===== src/rtl/game_controller_pkg.sv =====
// Shared Pong match definitions: state encodings, widths, serve directions and
// the saturating score increment used by the match sequencer.
package game_controller_pkg;

  localparam int SCORE_W = 4;
  localparam int FRAME_W = 8;

  typedef logic [SCORE_W-1:0] score_t;
  typedef logic [FRAME_W-1:0] frame_t;

  localparam logic [2:0] ST_IDLE      = 3'd0;
  localparam logic [2:0] ST_SERVE     = 3'd1;
  localparam logic [2:0] ST_PLAY      = 3'd2;
  localparam logic [2:0] ST_POINT     = 3'd3;
  localparam logic [2:0] ST_GAME_OVER = 3'd4;

  localparam logic SERVE_LEFT  = 1'b0;
  localparam logic SERVE_RIGHT = 1'b1;

  // A match ends on reaching the limit, so holding there is only a safety net.
  function automatic score_t sat_inc(input score_t score, input score_t limit);
    return (score >= limit) ? score : score + SCORE_W'(1);
  endfunction

endpackage


===== src/rtl/game_controller_frame_timer.sv =====
// 8-bit frame counter with clear (priority over tick) and a terminal pulse that
// fires on the tick that brings the count up to target.
module frame_timer
  import game_controller_pkg::*;
(
  input  logic   clk,
  input  logic   rst_n,
  input  logic   clear,
  input  logic   tick,
  input  frame_t target,
  output logic   hit
);

  frame_t count;

  assign hit = tick && ((count + FRAME_W'(1)) == target);

  always_ff @(posedge clk or negedge rst_n) begin
    if (!rst_n) begin
      count <= '0;
    end else if (clear) begin
      count <= '0;
    end else if (tick) begin
      count <= count + FRAME_W'(1);
    end
  end

endmodule


===== src/rtl/game_controller.sv =====
// Pong match sequencer: owns both scores, releases and freezes the ball, and
// sequences attract -> serve -> play -> point pause -> ... -> game over.
module game_controller
  import game_controller_pkg::*;
#(
  parameter int WIN_SCORE    = 9,
  parameter int SERVE_FRAMES = 60,
  parameter int PAUSE_FRAMES = 90,
  parameter int BLINK_FRAMES = 30
) (
  input  logic         i_clk,
  input  logic         i_reset_n,
  input  logic         i_frame_tick,
  input  logic         i_start,
  input  logic         i_point1,
  input  logic         i_point2,
  output logic [3:0]   o_score1,
  output logic [3:0]   o_score2,
  output logic         o_ball_run,
  output logic         o_serve_dir,
  output logic         o_game_over,
  output logic         o_winner,
  output logic         o_score_blink
);

  localparam score_t WIN = SCORE_W'(WIN_SCORE);

  logic [2:0] state;
  logic [2:0] state_next;
  logic       start_prev;
  logic       start_edge;
  frame_t     phase_target;
  logic       phase_clear;
  logic       phase_hit;
  logic       blink_clear;
  logic       blink_hit;
  logic       win_reached;
  logic       match_start;

  assign win_reached = (o_score1 == WIN) || (o_score2 == WIN);
  assign match_start = start_edge && ((state == ST_IDLE) || (state == ST_GAME_OVER));

  always_comb begin
    state_next = state;
    case (state)
      ST_IDLE:      if (start_edge) state_next = ST_SERVE;
      ST_SERVE:     if (phase_hit) state_next = ST_PLAY;
      ST_PLAY:      if (i_point1 || i_point2) state_next = ST_POINT;
      ST_POINT:     if (phase_hit) state_next = win_reached ? ST_GAME_OVER : ST_SERVE;
      ST_GAME_OVER: if (start_edge) state_next = ST_SERVE;
      default:      state_next = ST_IDLE;
    endcase
  end

  // Entering a timed state clears its counter, so a coincident tick is not counted.
  assign phase_target = (state == ST_SERVE) ? FRAME_W'(SERVE_FRAMES) : FRAME_W'(PAUSE_FRAMES);
  assign phase_clear  = (state_next != state) || !((state == ST_SERVE) || (state == ST_POINT));
  assign blink_clear  = (state != ST_GAME_OVER) || (state_next != ST_GAME_OVER) || blink_hit;

  frame_timer u_phase_timer (
    .clk    (i_clk),
    .rst_n  (i_reset_n),
    .clear  (phase_clear),
    .tick   (i_frame_tick),
    .target (phase_target),
    .hit    (phase_hit)
  );

  frame_timer u_blink_timer (
    .clk    (i_clk),
    .rst_n  (i_reset_n),
    .clear  (blink_clear),
    .tick   (i_frame_tick),
    .target (FRAME_W'(BLINK_FRAMES)),
    .hit    (blink_hit)
  );

  always_ff @(posedge i_clk or negedge i_reset_n) begin
    if (!i_reset_n) begin
      state         <= ST_IDLE;
      start_prev    <= 1'b0;
      start_edge    <= 1'b0;
      o_score1      <= '0;
      o_score2      <= '0;
      o_ball_run    <= 1'b0;
      o_serve_dir   <= SERVE_LEFT;
      o_game_over   <= 1'b0;
      o_winner      <= 1'b0;
      o_score_blink <= 1'b1;
    end else begin
      state       <= state_next;
      start_prev  <= i_start;
      start_edge  <= i_start & ~start_prev;
      o_ball_run  <= (state_next == ST_PLAY);
      o_game_over <= (state_next == ST_GAME_OVER);

      if (match_start) begin
        o_score1    <= '0;
        o_score2    <= '0;
        o_serve_dir <= SERVE_LEFT;
      end else if ((state == ST_PLAY) && (i_point1 != i_point2)) begin
        // The scorer's opponent receives the next serve; a double pulse scores nobody.
        if (i_point1) begin
          o_score1    <= sat_inc(o_score1, WIN);
          o_serve_dir <= SERVE_RIGHT;
        end else begin
          o_score2    <= sat_inc(o_score2, WIN);
          o_serve_dir <= SERVE_LEFT;
        end
      end

      if ((state == ST_POINT) && (state_next == ST_GAME_OVER)) begin
        o_winner <= (o_score2 == WIN);
      end

      if (state_next != ST_GAME_OVER) begin
        o_score_blink <= 1'b1;
      end else if ((state == ST_GAME_OVER) && blink_hit) begin
        o_score_blink <= ~o_score_blink;
      end
    end
  end

endmodule


===== config.mk =====
export PLATFORM = sky130hd
export DESIGN_NAME = game_controller
export DESIGN_NICKNAME = d
export VERILOG_FILES = /design/src/rtl/game_controller_pkg.sv /design/src/rtl/game_controller_frame_timer.sv /design/src/rtl/game_controller.sv
export SDC_FILE = /design/constraint.sdc
export NUM_CORES = 1
export LEC_CHECK = 0
export CORE_MARGIN = 5
export CORE_UTILIZATION = 62
export DETAILED_ROUTE_END_ITERATION = 6
export PLACE_DENSITY = 0.83
export SYNTH_ARGS = -nofsm -noshare
export SYNTH_HDL_FRONTEND = slang
export SYNTH_SLANG_ARGS = --single-unit

===== constraint.sdc =====
create_clock -name i_clk -period 5.5 [get_ports i_clk]
set_input_delay 1.1 -clock i_clk [delete_from_list [all_inputs] [get_ports i_clk]]
set_output_delay 1.1 -clock i_clk [all_outputs]
set_load 0.02 [all_outputs]

==> results.sh, run 1 <==
export IMPL_die_w_um=68.2
export IMPL_power_leakage_nw=1.03
export IMPL_final_area_sq_um=2390
export IMPL_pre_cts_slack_ns=2.07
export IMPL_synth_warnings=0
export IMPL_r2r_cells=6
export IMPL_final_util=0.722
export IMPL_synthTopCellsByArea="dfrtp_1, ha_1, xor2_1, nor2_1, xnor2_1"
export IMPL_fill_cells=245
export IMPL_grt_pass1_vias=1579
export IMPL_antenna_found_initial=0
export IMPL_vias=1675
export IMPL_fin_cells=284
export IMPL_cts_max_level=2
export IMPL_worst_r2r_endpoint="u_phase_timer.count[2]"
export IMPL_synth_top_flop_cell="dfrtp_1"
export IMPL_vdd_drop_max_v=0.000202
export IMPL_power_density_nw_per_um2=360
export IMPL_setup_viol=0
export IMPL_grt_ovfl_total=0
export IMPL_cp_top_family="buffers and inverters"
export IMPL_path_buf_inv=1
export IMPL_cp_data_arrival_time_ns=3.31
export IMPL_dp_cells=276
export IMPL_cts_hold_buf=0
export IMPL_slew_headroom=0.582
export IMPL_crit_chain="clkdlybuf4s50_1 > nand2_1 > and4bb_2 > o22ai_2 > a311oi_2 > nor3_1"
export IMPL_worst_clock_skew_ns=0.0103
export IMPL_cts_buffer_depth=2
export IMPL_cts_resized=0
export IMPL_cts_num_sinks=34
export IMPL_ys_seq_area_frac=0.405
export IMPL_worst_skew_pair_late_latency_ns=0.34
export IMPL_cp_end_kind="flip-flop"
export IMPL_synth_distinct_cells=53
export IMPL_syn_nets=236
export IMPL_finalCritPeriodShare=0.568
export IMPL_path_class="in -> reg"
export IMPL_portBuffers=18
export IMPL_syn_cell_area_sq_um=2100
export IMPL_coreArea_sq_um=3310
export IMPL_grt_pass1_wl_mm=7.14
export IMPL_placed_cell_area_sq_um=2310
export IMPL_place_gp_congestion=0.881
export IMPL_holdCritPathClass="reg -> reg"
export IMPL_start_kind="input pin"
export IMPL_hold_viol=0
export IMPL_tightest_slew_ns=0.627
export IMPL_rows=21
export IMPL_remaining_drc_errors=0
export IMPL_clockRootBuffer="clkbuf_4"
export IMPL_synth_commonest_cells="dfrtp_1, nor2_1, nand2_1"
export IMPL_holdPathStages=1
export IMPL_run_status="complete, no violations"
export IMPL_hold_ws_ns=0.425
export IMPL_syn2layout_area_growth_pct=13.7
export IMPL_drive_gt1_frac=0.101
export IMPL_multi_input_area_sq_um=1170
export IMPL_grt_setup_unrepaired="false"
export IMPL_cp_slowest_cell="clkdlybuf4s50_1"
export IMPL_required_ns=5.69
export IMPL_max_freq_ghz=0.320
export IMPL_netlist_instances=220
export IMPL_grt_max_degree=35
export IMPL_register_area_sq_um=852
export IMPL_max_cap_violations=0
export IMPL_die_height_um=68.2
export IMPL_cpPeakStageDelay_ns=0.82
export IMPL_fin_ws_ns=2.38
export IMPL_synth_edf_count=0
export IMPL_drt_first_pass_iters=4
export IMPL_r2r_start="u_phase_timer.count[0]"
export IMPL_postRouteAntennaNets=0
export IMPL_wl_mm=4.22
export IMPL_slew_viol_final=0
export IMPL_wl_per_cell_um=14.9
export IMPL_synth_avg_cell_area_sq_um=9.56
export IMPL_ios=19
export IMPL_total_power_mw=0.862
export IMPL_worstHoldStart="start_prev"
export IMPL_yosys_area_top_type="dfrtp_1"
export IMPL_ys_seq_elements=34
export IMPL_synthArstFlopShare=1.00
export IMPL_cts_tree="done"
export IMPL_vias_per_cell=5.90
export IMPL_start_util=0.635
export IMPL_fin_tns_setup_ns=0
export IMPL_cts_setup_buffers=0
export IMPL_period_needed_ns=3.12
export IMPL_path_clk_slew_ns=0.10
export IMPL_hold_end="start_edge"
export IMPL_dp_hpwl_mm=3.04
export IMPL_critPathMaxFanout=15
export IMPL_yosysMostFrequentCell="dfrtp_1"
export IMPL_synth_top_area_share=0.393
export IMPL_cts_made_buffers=5
export IMPL_dieArea_sq_um=4660
export IMPL_antenna_cells=0
export IMPL_r2r_slack_ns=2.82
export IMPL_nNetsFinal=253
export IMPL_track_usage=0.203
export IMPL_drtIter0Drc=138
==> registers in the layout, summed over array words and instances (netlist names) <==
register             cells
o_ball_run               1
o_game_over              1
o_score1                 4
o_score2                 4
o_score_blink            1
o_serve_dir              1
o_winner                 1
start_edge               1
start_prev               1
state                    3
u_blink_timer.count      8
u_phase_timer.count      8
==> cell usage in the layout (no fill, tap or decap), drive strengths merged, types with 3 or more instances in the layout <==
cell and instances:
clkbuf 8, nand4 5, o31ai 3, nor4b 3, inv 13, xor2 12
or2 3, or3b 3, nand3 7, mux2i 3, and3 4, a211oi 3
ha 10, xnor2 9, nor2 23, nand2b 5, a21oi 8, clkdlybuf4s50 18
nand3b 4, nand2 14, nor3 11, o21ai 3, a21o 3, dfrtp 33
==> final cells by class <==
class	count	share of cell area
clock buffer	8	0.0330
inverter	13	0.0204
tap	46	0.0241
timing repair buffer	19	0.0785
sequential	34	0.356
multi-input combinational	164	0.488
==> worst reg2reg max path, delay by kind of cell, from the launching register on <==
kind	cells	cell delay (ns)
simple gates	2	0.35
flops	1	0.47
compound gates	3	1.32
fa+ha+maj	1	0.40
==> power by group <==
part | internal (mW) | switching (mW)
combinational | 0.138 | 0.191
clock | 0.0874 | 0.0835
sequential | 0.289 | 0.0734
==> metal layers <==
layer	vias to the layer above	share of wire	routed length [um]	GRT usage
li1	807	-	-	-
met1	822	0.45	1900	0.260
met2	39	0.49	2060	0.336
met3	7	0.048	204	0.0476
met4	0	0.012	52	0.0670
met5	-	0	0	0
==> logic make-up after synthesis <==
logic type                 share of synthesized area
muxes                                         0.0196
adders and majority gates                     0.0595
AOI/OAI and AO/OA                              0.132
and+or+nand+nor                                0.256
xor gates and xnor gates                      0.0874
DFF                                            0.405
buffers and inverters                         0.0405
==> how the worst max path moves through the flow <==
stage                      start  cells past startpoint  slack [ns]                     end
floorplan               i_point1                      7        3.18             o_score2[2]
global placement    i_frame_tick                      6        2.19  u_phase_timer.count[3]
detailed placement  i_frame_tick                      6        2.07  u_phase_timer.count[2]
CTS                 i_frame_tick                      6        2.43  u_phase_timer.count[2]
global route        i_frame_tick                      6        2.25  u_phase_timer.count[2]
finish              i_frame_tick                      6        2.38  u_phase_timer.count[2]
No activity file was read; power rests on OpenSTA's default activity.
==> run 2, diff against run 1 <==
--- a/config.mk
+++ b/config.mk
@@ -6,9 +6,9 @@
 export NUM_CORES = 1
 export LEC_CHECK = 0
 export CORE_MARGIN = 5
-export CORE_UTILIZATION = 62
+export CORE_UTILIZATION = 57
 export DETAILED_ROUTE_END_ITERATION = 6
-export PLACE_DENSITY = 0.83
+export PLACE_DENSITY = 0.77
 export SYNTH_ARGS = -nofsm -noshare
 export SYNTH_HDL_FRONTEND = slang
 export SYNTH_SLANG_ARGS = --single-unit
==> constraint.sdc (replaced) <==
create_clock -name i_clk -period 3.15 [get_ports i_clk]
set_input_delay 0.63 -clock i_clk [delete_from_list [all_inputs] [get_ports i_clk]]
set_output_delay 0.63 -clock i_clk [all_outputs]
set_load 0.02 [all_outputs]
==> run 2 against run 1 <==
- non-clock buffer count increased by 1
- flip-flop and latch count unchanged
- sequential power increased by 75%
- routed wire length decreased by 2.5%
- via count decreased by 3.8%
- sequential share of layout area decreased by 1.0 points
- clock power increased to 2.8 times the previous value
- global-route usage decreased by 2.2 points
- worst setup slack got worse by 1.7 ns
==> results.sh, run 2 (synthesis results as in run 1) <==
export IMPL_run_status="complete, no violations"
export IMPL_placed_cell_area_sq_um=2320
export IMPL_multi_input_area_sq_um=1170
export IMPL_wl_met1_mm=1.99
export IMPL_grt_setup_unrepaired="false"
export IMPL_path_buf_inv=0
export IMPL_portBuffers=18
export IMPL_cts_setup_buffers=0
export IMPL_met2WireLength_mm=1.96
export IMPL_grt_pass1_vias=1583
export IMPL_grt_max_degree=35
export IMPL_setup_viol=0
export IMPL_vias=1611
export IMPL_path_clk_slew_ns=0.08
export IMPL_wl_met3_um=130
export IMPL_cp_top_family="compound AO/OA/AOI/OAI gates"
export IMPL_max_cap_violations=0
export IMPL_top_regs="u_blink_timer.count x8, u_phase_timer.count x8"
export IMPL_wl_per_cell_um=14.3
export IMPL_die_w_um=70.7
export IMPL_fin_cells=287
export IMPL_cts_tree="done"
export IMPL_start_kind="flip-flop"
export IMPL_required_ns=3.29
export IMPL_cp_data_arrival_time_ns=2.66
export IMPL_crit_chain="ha_1 > nand2b_1 > a2111oi_1 > o22ai_2 > a311oi_2 > nor3_1"
export IMPL_finalCritPeriodShare=0.798
export IMPL_grt_pass1_wl_mm=7.33
export IMPL_syn2layout_area_growth_pct=17.0
export IMPL_worst_skew_pair_late_latency_ns=0.29
export IMPL_hold_viol=0
export IMPL_cts_made_buffers=5
export IMPL_ios=19
export IMPL_cts_resized=0
export IMPL_worst_clock_skew_ns=0.0132
export IMPL_cpPeakStageDelay_ns=0.55
export IMPL_r2r_cells=6
export IMPL_dp_cells=279
export IMPL_dp_hpwl_mm=2.97
export IMPL_antenna_cells=0
export IMPL_vias_per_cell=5.61
export IMPL_coreArea_sq_um=3610
export IMPL_holdPathStages=1
export IMPL_fin_tns_setup_ns=0
export IMPL_r2r_start="u_phase_timer.count[0]"
export IMPL_cp_slowest_cell="a311oi_2"
export IMPL_track_usage=0.180
export IMPL_drt_first_pass_iters=5
export IMPL_power_leakage_nw=1.06
export IMPL_antenna_found_initial=0
export IMPL_drive_gt1_frac=0.105
export IMPL_worstHoldStart="start_prev"
export IMPL_r2r_slack_ns=0.64
export IMPL_cts_num_sinks=34
export IMPL_clockRootBuffer="clkbuf_8"
export IMPL_grt_ovfl_total=0
export IMPL_cts_buffer_depth=2
export IMPL_top_layer_used="met4"
export IMPL_rows=22
export IMPL_cts_hold_buf=0
export IMPL_final_area_sq_um=2460
export IMPL_register_area_sq_um=852
export IMPL_dieArea_sq_um=5000
export IMPL_start_util=0.583
export IMPL_final_common_cell="dfrtp_1"
export IMPL_die_height_um=70.7
export IMPL_total_power_mw=1.68
export IMPL_hold_ws_ns=0.397
export IMPL_slew_viol_final=0
export IMPL_hold_end="start_edge"
export IMPL_remaining_drc_errors=0
export IMPL_cts_max_level=2
export IMPL_drtIter0Drc=96
export IMPL_postRouteAntennaNets=0
export IMPL_critPathMaxFanout=11
export IMPL_wl_mm=4.12
export IMPL_period_needed_ns=2.51
export IMPL_nNetsFinal=254
export IMPL_max_freq_ghz=0.398
export IMPL_path_class="reg -> reg"
export IMPL_vdd_drop_max_v=0.000423
export IMPL_tightest_slew_ns=0.619
export IMPL_cp_depth=6
export IMPL_cp_end_kind="flip-flop"
export IMPL_holdCritPathClass="reg -> reg"
export IMPL_fill_cells=312
export IMPL_worst_r2r_endpoint="u_phase_timer.count[1]"
export IMPL_place_gp_congestion=0.950
export IMPL_power_density_nw_per_um2=684
export IMPL_slew_headroom=0.587
export IMPL_final_cell_mix="dfrtp_1, nor2_1, clkdlybuf4s50_1"
==> run 2: how the worst max path moves through the flow <==
stage / startpoint / end / slack [ns]
floorplan: u_phase_timer.count[0] / state[0] / 1.00
global placement: i_point1 / o_score2[2] / 0.62
detailed placement: i_point1 / o_score2[2] / 0.56
CTS: u_phase_timer.count[0] / u_phase_timer.count[6] / 0.61
global route: u_phase_timer.count[0] / u_phase_timer.count[0] / 0.42
finish: u_phase_timer.count[0] / u_phase_timer.count[1] / 0.64
==> run 2: cell type report <==
cell class / count / share of cell area
flip-flops and latches: 34 / 0.346
repair buffers: 20 / 0.0793
clock inverters: 3 / 0.0280
inverters: 13 / 0.0198
multi-input cells: 164 / 0.474
clock buffers: 5 / 0.0280
well taps: 48 / 0.0244
==> run 2: routing by layer <==
layer | vias up | GRT usage
met1 | 775 | 0.239
met4 | 0 | 0.0438
met5 | - | 0
met2 | 24 | 0.298
met3 | 4 | 0.0455
li1 | 808 | -
==> run 2: worst reg2reg max path: cells and delay by family, from the launching register on <==
kind,cells,cell delay [ns]
AND/OR/NAND/NOR,2,0.31
adder cells (fa/ha/maj),1,0.36
AO/OA/AOI/OAI,3,1.23
flip-flops,1,0.46
==> run 2: power breakdown <==
part	internal (mW)	switching, mW	total (mW)
clock	0.317	0.167	0.484
sequential	0.505	0.128	0.633
combinational	0.242	0.324	0.567
total	1.06	0.619	1.68
==> run 2: stage by stage <==
step,utilization,worst slack (ns)
after floorplan,-,1.00
after global placement,0.644,0.621
after detailed placement,0.644,0.564
after CTS,0.682,0.608
after global routing,0.682,0.423
final,0.682,0.636
==> run 3, diff against run 2 <==
==> constraint.sdc (replaced) <==
create_clock -name i_clk -period 2.6 [get_ports i_clk]
set_input_delay 0.52 -clock i_clk [delete_from_list [all_inputs] [get_ports i_clk]]
set_output_delay 0.52 -clock i_clk [all_outputs]
set_load 0.02 [all_outputs]
==> run 3 against run 2 <==
- combinational power grew 23%
- critical endpoint is now o_winner
- count of clock-buffer cells in the layout grew 3
- first-iteration DRC count grew 23%
- utilization shrank 0.35 points
- sequential share of layout area grew 0.18 points
- cell count grew 0.70%
- critical path type unchanged
==> results.sh, run 3 (synthesis results as in run 1) <==
export IMPL_holdCritPathClass="reg -> reg"
export IMPL_cts_setup_buffers=0
export IMPL_crit_chain="ha_1 > buf_4 > xnor2_1 > and4bb_2 > o22ai_2 > a2111oi_4 > mux2i_1"
export IMPL_grt_pass1_vias=1586
export IMPL_dp_cells=281
export IMPL_portBuffers=18
export IMPL_fill_cells=289
export IMPL_cts_hold_buf=0
export IMPL_max_freq_ghz=0.427
export IMPL_grt_ovfl_total=0
export IMPL_cp_data_arrival_time_ns=2.55
export IMPL_seq_power_share=0.398
export IMPL_critPathMaxFanout=9
export IMPL_cts_buffer_depth=2
export IMPL_slew_viol_final=0
export IMPL_internal_power_mw=1.18
export IMPL_vias_per_cell=5.63
export IMPL_path_class="reg -> reg"
export IMPL_register_area_sq_um=852
export IMPL_cts_tree="done"
export IMPL_multi_input_area_sq_um=1170
export IMPL_coreArea_sq_um=3610
export IMPL_cpPeakStageDelay_ns=0.45
export IMPL_power_leakage_nw=1.06
export IMPL_grt_max_degree=35
export IMPL_final_common_cell="dfrtp_1"
export IMPL_final_util=0.679
export IMPL_die_w_um=70.7
export IMPL_path_buf_inv=1
export IMPL_place_gp_congestion=0.937
export IMPL_slew_headroom=0.592
export IMPL_wl_mm=4.12
export IMPL_power_density_nw_per_um2=786
export IMPL_run_status="complete, no violations"
export IMPL_hold_ws_ns=0.401
export IMPL_cts_made_buffers=5
export IMPL_final_area_sq_um=2450
export IMPL_swShare=0.386
export IMPL_ios=19
export IMPL_postRouteAntennaNets=0
export IMPL_wl_per_cell_um=14.2
export IMPL_hold_viol=0
export IMPL_power_switching_mw=0.743
export IMPL_fin_tns_setup_ns=0
export IMPL_worst_skew_pair_late_latency_ns=0.29
export IMPL_cp_slowest_cell="dfrtp_1"
export IMPL_die_height_um=70.7
export IMPL_start_util=0.583
export IMPL_drive_gt1_frac=0.112
export IMPL_path_clk_slew_ns=0.07
export IMPL_worst_clock_skew_ns=0.00597
export IMPL_required_ns=2.81
export IMPL_dieArea_sq_um=5000
export IMPL_cts_max_level=2
export IMPL_tightest_slew_ns=0.610
export IMPL_top_regs="u_blink_timer.count x8, u_phase_timer.count x8"
export IMPL_dp_hpwl_mm=2.88
export IMPL_vias=1627
export IMPL_rows=22
export IMPL_setup_viol=0
export IMPL_cp_end_kind="flip-flop"
export IMPL_start_kind="flip-flop"
export IMPL_grt_setup_unrepaired="false"
export IMPL_placed_cell_area_sq_um=2340
export IMPL_drtIter0Drc=118
export IMPL_vdd_drop_max_v=0.000419
export IMPL_track_usage=0.179
export IMPL_p_comb_frac=0.363
export IMPL_clockRootBuffer="clkbuf_8"
export IMPL_cts_num_sinks=34
export IMPL_cts_resized=0
export IMPL_antenna_cells=0
export IMPL_clock_power_share=0.239
export IMPL_drt_first_pass_iters=4
export IMPL_cp_top_family="compound AO/OA/AOI/OAI gates"
export IMPL_nNetsFinal=256
export IMPL_max_cap_violations=0
export IMPL_period_needed_ns=2.34
export IMPL_final_cell_mix="dfrtp_1, nor2_1, clkdlybuf4s50_1"
export IMPL_fin_cells=289
export IMPL_antenna_found_initial=0
export IMPL_finalCritPeriodShare=0.900
export IMPL_grt_pass1_wl_mm=7.14
export IMPL_remaining_drc_errors=0
export IMPL_syn2layout_area_growth_pct=16.4
[run 3: cell types whose count changed in the layout (fill, tap and decap cells not counted)]
cell,previous run,this run
buf_4,2,4
bufinv_16,2,0
clkbuf_8,5,8
clkinv_4,1,0
[run 3: metal layers]
metal  vias up  GRT usage  part of all wire
met2        31      0.286              0.48
li1        814          -                 -
met5         -          0                 0
met3         9     0.0455             0.040
met1       773      0.227              0.46
met4         0     0.0814             0.018
[run 3: stage by stage]
stage	worst slack (ns)	power [mW]
floorplan	0.451	1.29
global placement	0.259	1.45
detailed placement	0.170	1.46
CTS	0.259	1.93
global route	0.140	2.05
finish	0.259	1.92
[run 3: power groups by stage]
stage | logic, mW | clock network (mW) | registers (mW)
finish | 0.698 | 0.460 | 0.766
global route | 0.768 | 0.494 | 0.787
CTS | 0.698 | 0.471 | 0.761
detailed placement | 0.692 | 0 | 0.768
global placement | 0.683 | 0 | 0.772
floorplan | 0.575 | 0 | 0.717
[run 3: layout make-up]
type / count / area share
multi-input cells: 164 / 0.476
flip-flops and latches: 34 / 0.348
repair buffers: 22 / 0.0859
clock buffers: 8 / 0.0450
well taps: 48 / 0.0245
inverters: 13 / 0.0199
[run 3: worst register-to-register path, stage by stage (launching register included)]
cell and delay, ns:
dfrtp_1 0.45, ha_1 0.26, buf_4 0.18, xnor2_1 0.29
and4bb_2 0.29, o22ai_2 0.12, a2111oi_4 0.44, mux2i_1 0.24
[run 3: path summary, 6_finish.rpt]
kind                                             start                      to  slack (ns)  cells past startpoint
worst max-delay path            u_phase_timer.count[0]                o_winner        0.26                      7
worst min-delay path                        start_prev              start_edge        0.40                      1
worst max register to register  u_phase_timer.count[0]                o_winner        0.26                      7
worst min register to register              start_prev              start_edge        0.40                      1
max in group asynchronous                    i_reset_n           o_score_blink        1.64                      2
min in group asynchronous                    i_reset_n  u_blink_timer.count[4]        0.63                      2
